### src/rtl/rv32i_pkg.sv
// RV32I decode definitions shared by the decode stage and the ALU: opcodes, ALU op codes,
// decoded bundle, and the combinational decode function. DECODE_ILLEGAL_EN selects illegal reporting.
package rv32i_pkg;

  localparam int XLEN       = 32;
  localparam int REG_ADDR_W = 5;

  localparam logic [6:0] OPC_LUI    = 7'b0110111;
  localparam logic [6:0] OPC_OP_IMM = 7'b0010011;
  localparam logic [6:0] OPC_OP     = 7'b0110011;
  localparam logic [6:0] OPC_BRANCH = 7'b1100011;

  typedef enum logic [3:0] {
    ALU_ADD  = 4'b0000,
    ALU_SUB  = 4'b0001,
    ALU_XOR  = 4'b0010,
    ALU_OR   = 4'b0011,
    ALU_AND  = 4'b0100,
    ALU_SLL  = 4'b0101,
    ALU_SRL  = 4'b0110,
    ALU_SLTI = 4'b1000,
    ALU_SLT  = 4'b1001,
    ALU_SLTU = 4'b1011,
    ALU_MUL  = 4'b1100,
    ALU_DIV  = 4'b1101
  } alu_op_e;

  // Branch compares reuse the low ALU codes; is_branch tells the ALU which meaning applies.
  localparam alu_op_e ALU_BEQ = ALU_ADD;
  localparam alu_op_e ALU_BNE = ALU_SUB;
  localparam alu_op_e ALU_BLT = ALU_XOR;
  localparam alu_op_e ALU_BGE = ALU_OR;

  typedef struct packed {
    logic                  is_lui;
    logic                  is_i_type;
    logic                  is_branch;
    alu_op_e               alu_ops;
    logic [XLEN-1:0]       imm;
    logic [REG_ADDR_W-1:0] rs1_addr;
    logic [REG_ADDR_W-1:0] rs2_addr;
    logic [REG_ADDR_W-1:0] rd_addr;
    logic                  rd_we;
    logic [XLEN-1:0]       pc;
    logic                  illegal;
  } decoded_t;

  function automatic decoded_t decode(input logic [XLEN-1:0] instr, input logic [XLEN-1:0] pc);
    decoded_t d;
    logic     bad;
    d    = '0;
    d.pc = pc;
    bad  = 1'b0;
    case (instr[6:0])
      OPC_LUI: begin
        d.is_lui  = 1'b1;
        d.imm     = {12'b0, instr[31:12]};
        d.rd_addr = instr[11:7];
        d.alu_ops = ALU_ADD;
      end
      OPC_OP_IMM: begin
        d.is_i_type = 1'b1;
        d.imm       = {{20{instr[31]}}, instr[31:20]};
        d.rs1_addr  = instr[19:15];
        d.rd_addr   = instr[11:7];
        case (instr[14:12])
          3'b000:  d.alu_ops = ALU_ADD;
          3'b100:  d.alu_ops = ALU_XOR;
          3'b010:  d.alu_ops = ALU_SLTI;
          3'b011:  d.alu_ops = ALU_SLTU;
          default: bad = 1'b1;
        endcase
      end
      OPC_OP: begin
        d.rs1_addr = instr[19:15];
        d.rs2_addr = instr[24:20];
        d.rd_addr  = instr[11:7];
        case ({instr[31:25], instr[14:12]})
          {7'b0000000, 3'b000}: d.alu_ops = ALU_ADD;
          {7'b0000000, 3'b100}: d.alu_ops = ALU_XOR;
          {7'b0000000, 3'b110}: d.alu_ops = ALU_OR;
          {7'b0000000, 3'b111}: d.alu_ops = ALU_AND;
          {7'b0000000, 3'b001}: d.alu_ops = ALU_SLL;
          {7'b0000000, 3'b101}: d.alu_ops = ALU_SRL;
          {7'b0000000, 3'b010}: d.alu_ops = ALU_SLT;
          {7'b0100000, 3'b000}: d.alu_ops = ALU_SUB;
          {7'b0000001, 3'b000}: d.alu_ops = ALU_MUL;
          {7'b0000001, 3'b100}: d.alu_ops = ALU_DIV;
          default:              bad = 1'b1;
        endcase
      end
      OPC_BRANCH: begin
        d.is_branch = 1'b1;
        d.imm       = {{19{instr[31]}}, instr[31], instr[7], instr[30:25], instr[11:8], 1'b0};
        d.rs1_addr  = instr[19:15];
        d.rs2_addr  = instr[24:20];
        case (instr[14:12])
          3'b000:  d.alu_ops = ALU_BEQ;
          3'b001:  d.alu_ops = ALU_BNE;
          3'b100:  d.alu_ops = ALU_BLT;
          3'b101:  d.alu_ops = ALU_BGE;
          default: bad = 1'b1;
        endcase
      end
      default: bad = 1'b1;
    endcase
    if (bad) begin
      d    = '0;
      d.pc = pc;
`ifdef DECODE_ILLEGAL_EN
      d.illegal = 1'b1;
`else
      d.is_i_type = 1'b1;
`endif
    end
    d.rd_we = !d.is_branch && !bad && (d.rd_addr != '0);
    return d;
  endfunction

endpackage

### src/rtl/decode_stage_skid_buffer.sv
// Two-entry valid/ready pipeline register (output reg + skid reg) with flush.
// in_ready is the registered "skid empty" flag, so upstream never sees a combinational path.
module skid_buffer #(
  parameter type T = logic
) (
  input  logic clk,
  input  logic rst_n,
  input  logic flush,
  input  logic in_valid,
  output logic in_ready,
  input  T     in_data,
  output logic out_valid,
  input  logic out_ready,
  output T     out_data
);

  logic skid_valid;
  T     skid_data;

  assign in_ready = !skid_valid;

  always_ff @(posedge clk or negedge rst_n) begin
    if (!rst_n) begin
      out_valid  <= 1'b0;
      out_data   <= '0;
      skid_valid <= 1'b0;
      skid_data  <= '0;
    end else if (flush) begin
      out_valid  <= 1'b0;
      skid_valid <= 1'b0;
    end else if (!out_valid || out_ready) begin
      // Output reg is free this edge: drain the skid first to keep order.
      if (skid_valid) begin
        out_data   <= skid_data;
        out_valid  <= 1'b1;
        skid_valid <= 1'b0;
      end else begin
        out_valid <= in_valid;
        if (in_valid) out_data <= in_data;
      end
    end else if (in_valid && !skid_valid) begin
      skid_data  <= in_data;
      skid_valid <= 1'b1;
    end
  end

endmodule

### src/rtl/decode_stage.sv
// RV32I decode stage: decodes instr/pc_in and hands the bundle to execute through a skid buffer.
// DECODE_ILLEGAL_EN adds the illegal output; otherwise illegal encodings become a NOP.
module decode_stage
  import rv32i_pkg::*;
(
  input  logic                  clk,
  input  logic                  rst_n,
  input  logic                  in_valid,
  output logic                  in_ready,
  input  logic [XLEN-1:0]       instr,
  input  logic [XLEN-1:0]       pc_in,
  input  logic                  flush,
  output logic                  out_valid,
  input  logic                  out_ready,
  output logic                  is_lui,
  output logic                  is_i_type,
  output logic                  is_branch,
  output logic [3:0]            alu_ops,
  output logic [XLEN-1:0]       imm,
  output logic [REG_ADDR_W-1:0] rs1_addr,
  output logic [REG_ADDR_W-1:0] rs2_addr,
  output logic [REG_ADDR_W-1:0] rd_addr,
  output logic                  rd_we,
  output logic [XLEN-1:0]       pc_data
`ifdef DECODE_ILLEGAL_EN
  ,
  output logic                  illegal
`endif
);

  decoded_t dec;
  decoded_t q;

  always_comb dec = decode(instr, pc_in);

  skid_buffer #(.T(decoded_t)) u_skid (
    .clk       (clk),
    .rst_n     (rst_n),
    .flush     (flush),
    .in_valid  (in_valid),
    .in_ready  (in_ready),
    .in_data   (dec),
    .out_valid (out_valid),
    .out_ready (out_ready),
    .out_data  (q)
  );

  assign is_lui    = q.is_lui;
  assign is_i_type = q.is_i_type;
  assign is_branch = q.is_branch;
  assign alu_ops   = q.alu_ops;
  assign imm       = q.imm;
  assign rs1_addr  = q.rs1_addr;
  assign rs2_addr  = q.rs2_addr;
  assign rd_addr   = q.rd_addr;
  assign rd_we     = q.rd_we;
  assign pc_data   = q.pc;

`ifdef DECODE_ILLEGAL_EN
  assign illegal = q.illegal;
`else
  logic unused_illegal;
  assign unused_illegal = q.illegal;
`endif

endmodule

### config.mk
export PLATFORM = sky130hd
export DESIGN_NAME = decode_stage
export DESIGN_NICKNAME = d
export VERILOG_FILES = /design/src/rtl/rv32i_pkg.sv /design/src/rtl/decode_stage_skid_buffer.sv /design/src/rtl/decode_stage.sv
export SDC_FILE = /design/constraint.sdc
export NUM_CORES = 1
export LEC_CHECK = 0
export CAP_MARGIN = 20
export CORE_ASPECT_RATIO = 1.4
export CORE_MARGIN = 2
export CORE_UTILIZATION = 60
export CTS_BUF_LIST = sky130_fd_sc_hd__clkbuf_16
export DETAILED_ROUTE_END_ITERATION = 6
export DONT_BUFFER_PORTS = 1
export PLACE_DENSITY = 0.76
export SETUP_SLACK_MARGIN = 0.4
export SLEW_MARGIN = 25
export SYNTH_ARGS = -nofsm -noshare
export SYNTH_HDL_FRONTEND = slang
export SYNTH_SLANG_ARGS = --single-unit
### constraint.sdc
create_clock -name clk -period 4.4 [get_ports clk]
set_input_delay 0.88 -clock clk [delete_from_list [all_inputs] [get_ports clk]]
set_output_delay 0.88 -clock clk [all_outputs]
set_load 0.05 [all_outputs]
==> impl_metrics.ini, run 1 <==
[outcome]
status = finished, final reports clean

[die]
num_io_pins = 158
die_width_um = 97.8
initial_core_util_pct = 60.6
die_area_sq_um = 13200
rows = 48
core_sq_um = 12200
die_y_um = 135

[logic_synthesis]
yosysTopAreaCell = dfrtp_1
synth_seq_area_share_pct = 52.1
async_reset_ff_share_pct = 100
synthTopCellsByArea = dfrtp_1, nand2_1, mux2i_1
syn_area_sq_um = 7390
ys_ff_latch = 154
synth_top_area_share_pct = 52.1
synthesis.instances = 794
synthDistinctLibCells = 58
syn_area_per_cell_sq_um = 9.31
synth_ff_type = dfrtp_1
synth_edf_count = 0
ys_warn_count = 0
synth_nets = 863

[cts]
clockRootBuffer = clkbuf_16
cts_resized = 0
cts_hold_buf = 0
clock-sinks = 154
cts_tree = done
clkTransAtPathRegs_ns = 0.06
postCtsSetupBuffers = 0
cts_made_buffers = 17
clock_latency_ns = 0.41
cts_buffer_depth = 2
htreeDepth = 4

[power_and_ir_drop]
p_switching_w = 0.00120
power_frac_seq_pct = 51.8
switching_share_pct = 31.6
internal-power_w = 0.00260
clockPowerShare_pct = 39.0
vdd_drop_max_v = 0.000268
leakagePower_nw = 3.53
power.total_w = 0.00380
combPwrFrac_pct = 9.1
power_density_nw_per_um2 = 478

[sta]
max_freq_mhz = 303
fin_crit_ns = 3.30
post-route-period-util_pct = 75.0
setup_viol = 0
fin_tns_setup_ns = 0
finalMaxSlewViolations = 0
finClkSkew_ns = 0.00685
worstMarginPinSlew_ns = 0.853
hold_viol_final = 0
rsz0062_at_grt = false
slew_headroom_pct = 42.9
setup_slack_ns = 1.10

[setup_path]
crit_buf_inv = 2
worstSetupPathType = reg2out
timing.rr.start = u_skid.skid_valid
crit_path_max_fanout = 46
reg2reg_depth = 5
rrSetupSlack_ns = 1.32
critical-path-top-delay-family = buffers and inverters
end_kind = output port
worstSetupStartpointType = flip-flop
crit_path_max_incr_delay_ns = 0.88
slowest_stage = dfrtp_2
worstPathArrival_ns = 2.42
reg2reg_to = u_skid.out_data[63]
path_cells = buf_4 -> inv_1
crit_required_ns = 3.52

[global_routing]
antenna_found_initial = 0
grt_use_total_pct = 27.4
grt_pass1_vias = 5645
grt_overflow = 0
grt_pass1_wl_um = 28900
grt_start_max_net_pins = 155

[route]
vias_per_cell = 6.20
drt-wirelength-per-cell_um = 19.9
via_count = 5670
drcViolationCount = 0
ant_nets = 0
drt-initial-drc-count = 336
wirelength_um = 18200
dr.pass1.iters = 5

[placed_design]
dp_slack_ns = 1.31
port-buffer-count = 0
place_area_sq_um = 7350
hpwl_um = 12300
gp_congestion = 0.877

[cells_and_area]
nFillCells = 964
seqCellArea_sq_um = 3860
mostFrequentLayoutCell = nand2_1
antenna_cells = 0
multiInputGateArea_sq_um = 3220
drive_above_1_share_pct = 10.2
fin_area_sq_um = 7950
syn2layout_area_growth_pct = 7.58
nets = 821
mostFrequentLayoutCells = nand2_1, dfrtp_1, o21ai_0

[flow_run]
cap_viol_max_count = 0

[hold_path]
min_path_type = in2async
-- metrics by stage --
step | utilization [%] | instances | hold WS (ns)
2_1_floorplan | - | 794 | 0.441
3_3_place_gp | 60.3 | 883 | 0.453
3_5_place_dp | 60.3 | 883 | 0.461
4_1_cts | 65.2 | 914 | 0.139
5_1_grt | 65.2 | 914 | 0.138
6_report | 65.2 | 914 | 0.158
-- per-layer routing --
layer  GRT usage, %  up-vias  part of all wire, %
met3           7.22       34                  7.4
met2           47.4      223                   51
met5              0        -                    0
met1           32.7     2752                   39
li1               -     2661                    -
met4           11.2        0                  2.6
-- worst max-delay path by stage --
stage	from	end	depth (start not counted)
after CTS	u_skid.skid_valid	in_ready	2
after detailed placement	u_skid.skid_valid	u_skid.out_data[63]	5
after floorplan	instr[5]	u_skid.out_data[67]	7
after global placement	u_skid.skid_valid	u_skid.out_data[65]	5
final	u_skid.skid_valid	in_ready	2
after global routing	u_skid.skid_valid	in_ready	2
-- synthesized netlist by cell type (2+ instances only) --
master / count
o311ai_0: 2
nand2b_1: 5
a32oi_1: 2
o22ai_1: 5
nand3_1: 12
and3b_2: 2
and3_1: 25
a22o_1: 10
nor3_1: 13
and3b_1: 2
buf_2: 9
or3_1: 2
o21ai_0: 67
nor2b_1: 5
a211oi_2: 7
o31ai_1: 6
a31oi_1: 11
and2_1: 5
mux2i_1: 36
a221o_1: 6
nor3b_1: 2
inv_1: 3
a21o_1: 4
buf_1: 8
nand3b_1: 7
nor2_1: 46
a31o_2: 10
mux2_2: 7
a21oi_1: 41
nand2_1: 198
dfrtp_1: 154
clkbuf_1: 39
buf_4: 11
a211oi_1: 2
o211ai_1: 4
buf_6: 2
o21a_1: 3
-- final cells by class --
cell class | count | share of cell area [%]
clock buffer | 17 | 5.35
timing repair buffer | 8 | 1.01
tap | 150 | 2.36
multi-input combinational | 568 | 40.4
sequential | 154 | 48.5
inverter | 3 | 0.142
clock inverter | 14 | 2.17
-- flip-flops by register name (all words and copies together), names as in the netlist --
name               cells
u_skid.out_data       76
u_skid.skid_data      76
u_skid.out_valid       1
u_skid.skid_valid      1
-- cells by family after synthesis --
| kind of cell | count (synthesis) | share of synthesized area, % |
|---|---|---|
| flip-flops | 154 | 52.1 |
| XOR/XNOR | 1 | 0.119 |
| buffers and inverters | 72 | 4.57 |
| AND/OR/NAND/NOR | 335 | 20.3 |
| multiplexers | 43 | 5.94 |
| AO/OA/AOI/OAI | 189 | 16.9 |
-- worst register-to-register path: cells and delay by family, from the launching register on --
kind | cells | cell delay (ns)
simple gates | 4 | 2.00
compound gates | 1 | 0.08
flops | 1 | 0.88
-- power by group through the flow --
stage / sequential [W] / combinational (W) / clock (W)
global route: 0.00199 / 0.000386 / 0.00156
finish: 0.00197 / 0.000347 / 0.00148
global placement: 0.00199 / 0.000330 / 0
detailed placement: 0.00200 / 0.000348 / 0
floorplan: 0.00195 / 0.000325 / 0
CTS: 0.00197 / 0.000349 / 0.00151
Note: power is estimated with default switching activity, not from simulation.
==> run 2: changes to the inputs <==
- ABC_AREA: default -> 1
- CORE_UTILIZATION: 60 -> 57
- PLACE_DENSITY: 0.76 -> 0.75
- clock period: 4.4 -> 2.9 ns (I/O delays scaled with it)
==> run 2 against run 1 <==
Net effect: the flow now finishes with violations (negative hold slack); area after synthesis is 0.22% higher; synthesized cell count is 21% higher; sequential cell count stayed put; total power grew 50%; setup slack got worse by 0.47 ns; clock skew up 0.0014 ns; combinational power increased by 34%; critical endpoint unchanged; largest cell class unchanged.
==> impl_metrics.ini, run 2 <==
[cells_and_area]
drive_above_1_share_pct = 7.77
antenna_cells = 0
fin_area_sq_um = 8040
mostFrequentLayoutCell = nand2_1
syn2layout_area_growth_pct = 8.58
largest_registers = u_skid.out_data: 76 flops, u_skid.skid_data: 76 flops
mostFrequentLayoutCells = nand2_1, dfrtp_1, o21ai_0
nets = 998

[cts]
cts_made_buffers = 17
cts_resized = 0
clkTransAtPathRegs_ns = 0.06
postCtsSetupBuffers = 0
clockRootBuffer = clkbuf_16
clock_latency_ns = 0.41
cts_tree = done
htreeDepth = 4
clock-sinks = 154
cts_buffer_depth = 2

[placed_design]
hpwl_um = 11000
port-buffer-count = 0
place_area_sq_um = 7440
gp_congestion = 0.939

[logic_synthesis]
syn_area_per_cell_sq_um = 7.69
synth_top_area_share_pct = 52.0
synth_edf_count = 0
synthTopCellsByArea = dfrtp_1, nand2_1, o21ai_0
syn_area_sq_um = 7410
synth_nets = 1032
async_reset_ff_share_pct = 100
ys_warn_count = 0
yosysTopAreaCell = dfrtp_1
synth_most_common_cell = nand2_1
synth.top_cells.by_count = nand2_1, dfrtp_1, o21ai_0
synth_ff_type = dfrtp_1
ys_ff_latch = 154
synthesis.instances = 963
synth_seq_area_share_pct = 52.0
synthDistinctLibCells = 34

[route]
dr.pass1.iters = 5
drcViolationCount = 0
via_count = 5859
drt-initial-drc-count = 383
wirelength_um = 16500
ant_nets = 0
drt-wirelength-per-cell_um = 15.1
vias_per_cell = 5.37

[die]
rows = 49
die_area_sq_um = 13900
core_sq_um = 12800
initial_core_util_pct = 58.1
die_y_um = 139
die_width_um = 100
num_io_pins = 158

[setup_path]
reg2reg_depth = 10
end_kind = output port
worstSetupStartpointType = flip-flop
timing.rr.start = u_skid.out_valid
reg2reg_to = u_skid.skid_data[61]
crit_path_max_fanout = 57
worstPathArrival_ns = 1.69
rrSetupSlack_ns = 0.89
worstSetupPathType = reg2out
path_cells = buf_4 -> inv_4 -> buf_4
slowest_stage = buf_4
crit_path_max_incr_delay_ns = 0.55
crit_required_ns = 2.32
cp_common_cell = buf_4

[sta]
fin_hold_ws_ns = -0.136
finClkSkew_ns = 0.00830
post-route-period-util_pct = 78.3
setup_viol = 0
fin_crit_ns = 2.27
fin_tns_setup_ns = 0
slew_headroom_pct = 52.4
finalMaxSlewViolations = 0
worstMarginPinSlew_ns = 0.714
hold_viol_final = 154
rsz0062_at_grt = false
max_freq_mhz = 440

[power_and_ir_drop]
vdd_drop_max_v = 0.000386
power.total_w = 0.00571
leakagePower_nw = 4.31
power_density_nw_per_um2 = 710

[global_routing]
grt_pass1_wl_um = 27300
antenna_found_initial = 0
grt_start_max_net_pins = 155
grt_overflow = 0
grt_pass1_vias = 5532
grt_use_total_pct = 24.5

[outcome]
failed_checks = negative hold slack
status = finished with violations

[flow_run]
cap_viol_max_count = 0

[hold_path]
min_path_type = in2async
## run 2: cell count changes after synthesis, moves of 24 or more
cell and delta:
nand2_1 +139, o21ai_0 +77, inv_1 +62, nor2_1 +39
mux2i_1 -36, and3_1 -25, a21oi_1 -24
## run 2: critical path: cells and delay by family (launching register included)
family,cells,cell delay [ns]
flip-flops,1,0.38
buffers and inverters,3,0.85
## run 2: layout make-up
class,count,area (sq um)
Timing Repair Buffer,9,113
Fill cell,1144,4710
Tap cell,153,191
Multi-Input combinational cell,668,2980
Clock buffer,17,425
Sequential cell,154,3860
Clock inverter,12,176
Inverter,79,302
## run 2: metrics by stage
step	instances	hold slack, ns	setup slack [ns]	utilization (%)
after floorplan	963	0.284	0.925	-
after global placement	1063	0.288	0.802	58.3
after detailed placement	1063	0.288	0.778	58.3
after CTS	1092	-0.158	0.624	63.1
after global routing	1092	-0.162	0.541	63.1
final	1092	-0.136	0.629	63.1
## run 2: kinds of logic (layout without fill, tap and decap cells)
logic type | Yosys count | in the layout | share of synthesized area (%)
AND/OR/NAND/NOR | 475 | 475 | 26.2
AO/OA/AOI/OAI | 193 | 193 | 13.8
flip-flops | 154 | 154 | 52.0
buffers and inverters | 141 | 117 | 8.04
## run 2: worst max path at each step
stage          depth (start not counted)         startpoint             endpoint
3_5_place_dp                          13          instr[27]  u_skid.out_data[60]
2_1_floorplan                          3  u_skid.skid_valid             in_ready
4_1_cts                                3  u_skid.skid_valid             in_ready
5_1_grt                                3  u_skid.skid_valid             in_ready
3_3_place_gp                          13          instr[27]  u_skid.out_data[60]
6_report                               3  u_skid.skid_valid             in_ready
## run 2: per-layer routing
layer	vias to the layer above	track usage (%)	share of wire, %
met5	-	0	0
met4	0	9.08	2.2
met3	25	7.11	6.6
met2	198	38.9	48
met1	2674	31.9	43
li1	2962	-	-
## run 2: power breakdown
group | total, W | switching (W) | internal, W
clock | 0.00226 | 0.000837 | 0.00143
sequential | 0.00298 | 0.000553 | 0.00243
combinational | 0.000464 | 0.000289 | 0.000175
==> run 3: changes to the inputs <==
- clock period: 2.9 -> 2.05 ns (I/O delays scaled with it)
==> run 3 against run 2 <==
Net effect: the flow still finishes with violations (negative hold slack); sequential cell count unchanged; combinational power is 51% higher; sequential share of layout area shrank 1.8 points; first-iteration DRC count shrank 2.6%; critical path depth shrank 2; clock power is 31% higher; non-clock buffer count up 22; via count is 3.4% higher; hold slack got worse by 0.17 ns; total power grew 38%; final cell count rose by 2.4%; clock skew barely moved.
==> impl_metrics.ini, run 3 (synthesis results as in run 2) <==
[cells_and_area]
mostFrequentLayoutCell = nand2_1
syn2layout_area_growth_pct = 12.8
fin_area_sq_um = 8350
largest_registers = u_skid.out_data: 76 flops, u_skid.skid_data: 76 flops
seqCellArea_sq_um = 3860
antenna_cells = 0
drive_above_1_share_pct = 11.7
instances_no_fill = 1118
multiInputGateArea_sq_um = 3040
nFillCells = 1110
nets = 1021
mostFrequentLayoutCells = nand2_1, dfrtp_1, o21ai_0

[global_routing]
grt_pass1_wl_um = 28500
grt_use_total_pct = 25.8
grt_start_max_net_pins = 155
grt_pass1_vias = 5705
grt_overflow = 0
antenna_found_initial = 0

[cts]
clkTransAtPathRegs_ns = 0.06
htreeDepth = 4
clock_latency_ns = 0.41
cts_buffer_depth = 2
clock-sinks = 154
cts_tree = done
clockRootBuffer = clkbuf_16
cts_made_buffers = 17

[sta]
finalMaxSlewViolations = 0
rsz0062_at_grt = true
worstMarginPinSlew_ns = 0.531
hold_viol_final = 154
post-route-period-util_pct = 95.5
fin_tns_setup_ns = 0
max_freq_mhz = 511
setup_viol = 0
finClkSkew_ns = 0.00840
fin_crit_ns = 1.96
fin_hold_ws_ns = -0.308
slew_headroom_pct = 64.6

[setup_path]
crit_buf_inv = 1
worstSetupStartpointType = flip-flop
timing.rr.start = u_skid.out_valid
reg2reg_depth = 7
slowest_stage = dfrtp_4
rrSetupSlack_ns = 0.55
end_kind = output port
crit_required_ns = 1.64
worstSetupPathType = reg2out
worstPathArrival_ns = 1.55
crit_path_max_fanout = 10
path_cells = buf_16
critical-path-top-delay-family = flip-flops
crit_path_max_incr_delay_ns = 0.64
cp-startpoint = u_skid.out_data[79]
reg2reg_to = u_skid.skid_data[5]

[route]
drcViolationCount = 0
vias_per_cell = 5.42
ant_nets = 0
dr.pass1.iters = 5
drt-wirelength-per-cell_um = 15.6
via_count = 6056
drt-initial-drc-count = 373
wirelength_um = 17400

[power_and_ir_drop]
vdd_drop_max_v = 0.000562
power.total_w = 0.00789
leakagePower_nw = 4.44
power_density_nw_per_um2 = 945

[placed_design]
port-buffer-count = 0
place_area_sq_um = 7580
hpwl_um = 11800
placed_cells = 1073
gp_congestion = 0.868

[outcome]
status = finished with violations
failed_checks = negative hold slack

[die]
die_area_sq_um = 13900
rows = 49
die_width_um = 100
core_sq_um = 12800
die_y_um = 139
initial_core_util_pct = 58.1
num_io_pins = 158

[flow_run]
cap_viol_max_count = 0

[hold_path]
min_path_type = in2async
run 3: power by group:
group	internal [W]	switching, W
Sequential	0.00344	0.000785
Clock	0.00169	0.00128
Combinational	0.000280	0.000419
run 3: area by class of cell:
class | count | share of cell area [%]
Inverter | 79 | 3.88
Multi-Input combinational cell | 668 | 36.3
Sequential cell | 154 | 46.2
Timing Repair Buffer | 31 | 4.42
Clock buffer | 17 | 5.09
Clock inverter | 15 | 1.69
Timing Repair inverter | 1 | 0.0749
Tap cell | 153 | 2.29
run 3: per-stage QoR:
stage | setup slack, ns | hold slack [ns] | utilization (%)
floorplan | 0.392 | 0.114 | -
global placement | 0.122 | 0.117 | 59.4
detailed placement | 0.101 | 0.118 | 59.4
CTS | 0.0765 | -0.324 | 64.7
global route | 0.0498 | -0.334 | 65.5
finish | 0.0917 | -0.308 | 65.5
run 3: how the worst max path moves through the flow:
stage / slack [ns] / end / depth (start not counted)
after floorplan: 0.39 / u_skid.out_data[86] / 13
after CTS: 0.08 / imm[22] / 1
final: 0.09 / imm[22] / 1
after global placement: 0.12 / u_skid.out_data[68] / 13
after detailed placement: 0.10 / u_skid.out_data[60] / 13
after global routing: 0.05 / imm[28] / 1
run 3: metal layers:
layer  wire [um]  vias to the layer above  global-route usage (%)  share of wire [%]
met2        8560                      216                    43.4                 49
met1        7150                     2793                    31.9                 41
met4         367                        0                    9.23                2.1
li1            -                     3019                       -                  -
met5           0                        -                       0                  0
met3        1320                       28                    6.80                7.6
run 3: what timing repair did:
| item | 4_1_cts | 5_1_grt |
|---|---|---|
| cloned | 3 | 0 |
| setup buffers | 2 | 8 |
| pin swaps | 0 | 1 |
| gates resized for setup | 5 | 6 |
| hold endpoints to repair | 154 | 154 |
| endpoints found under the setup margin | 15 | 95 |
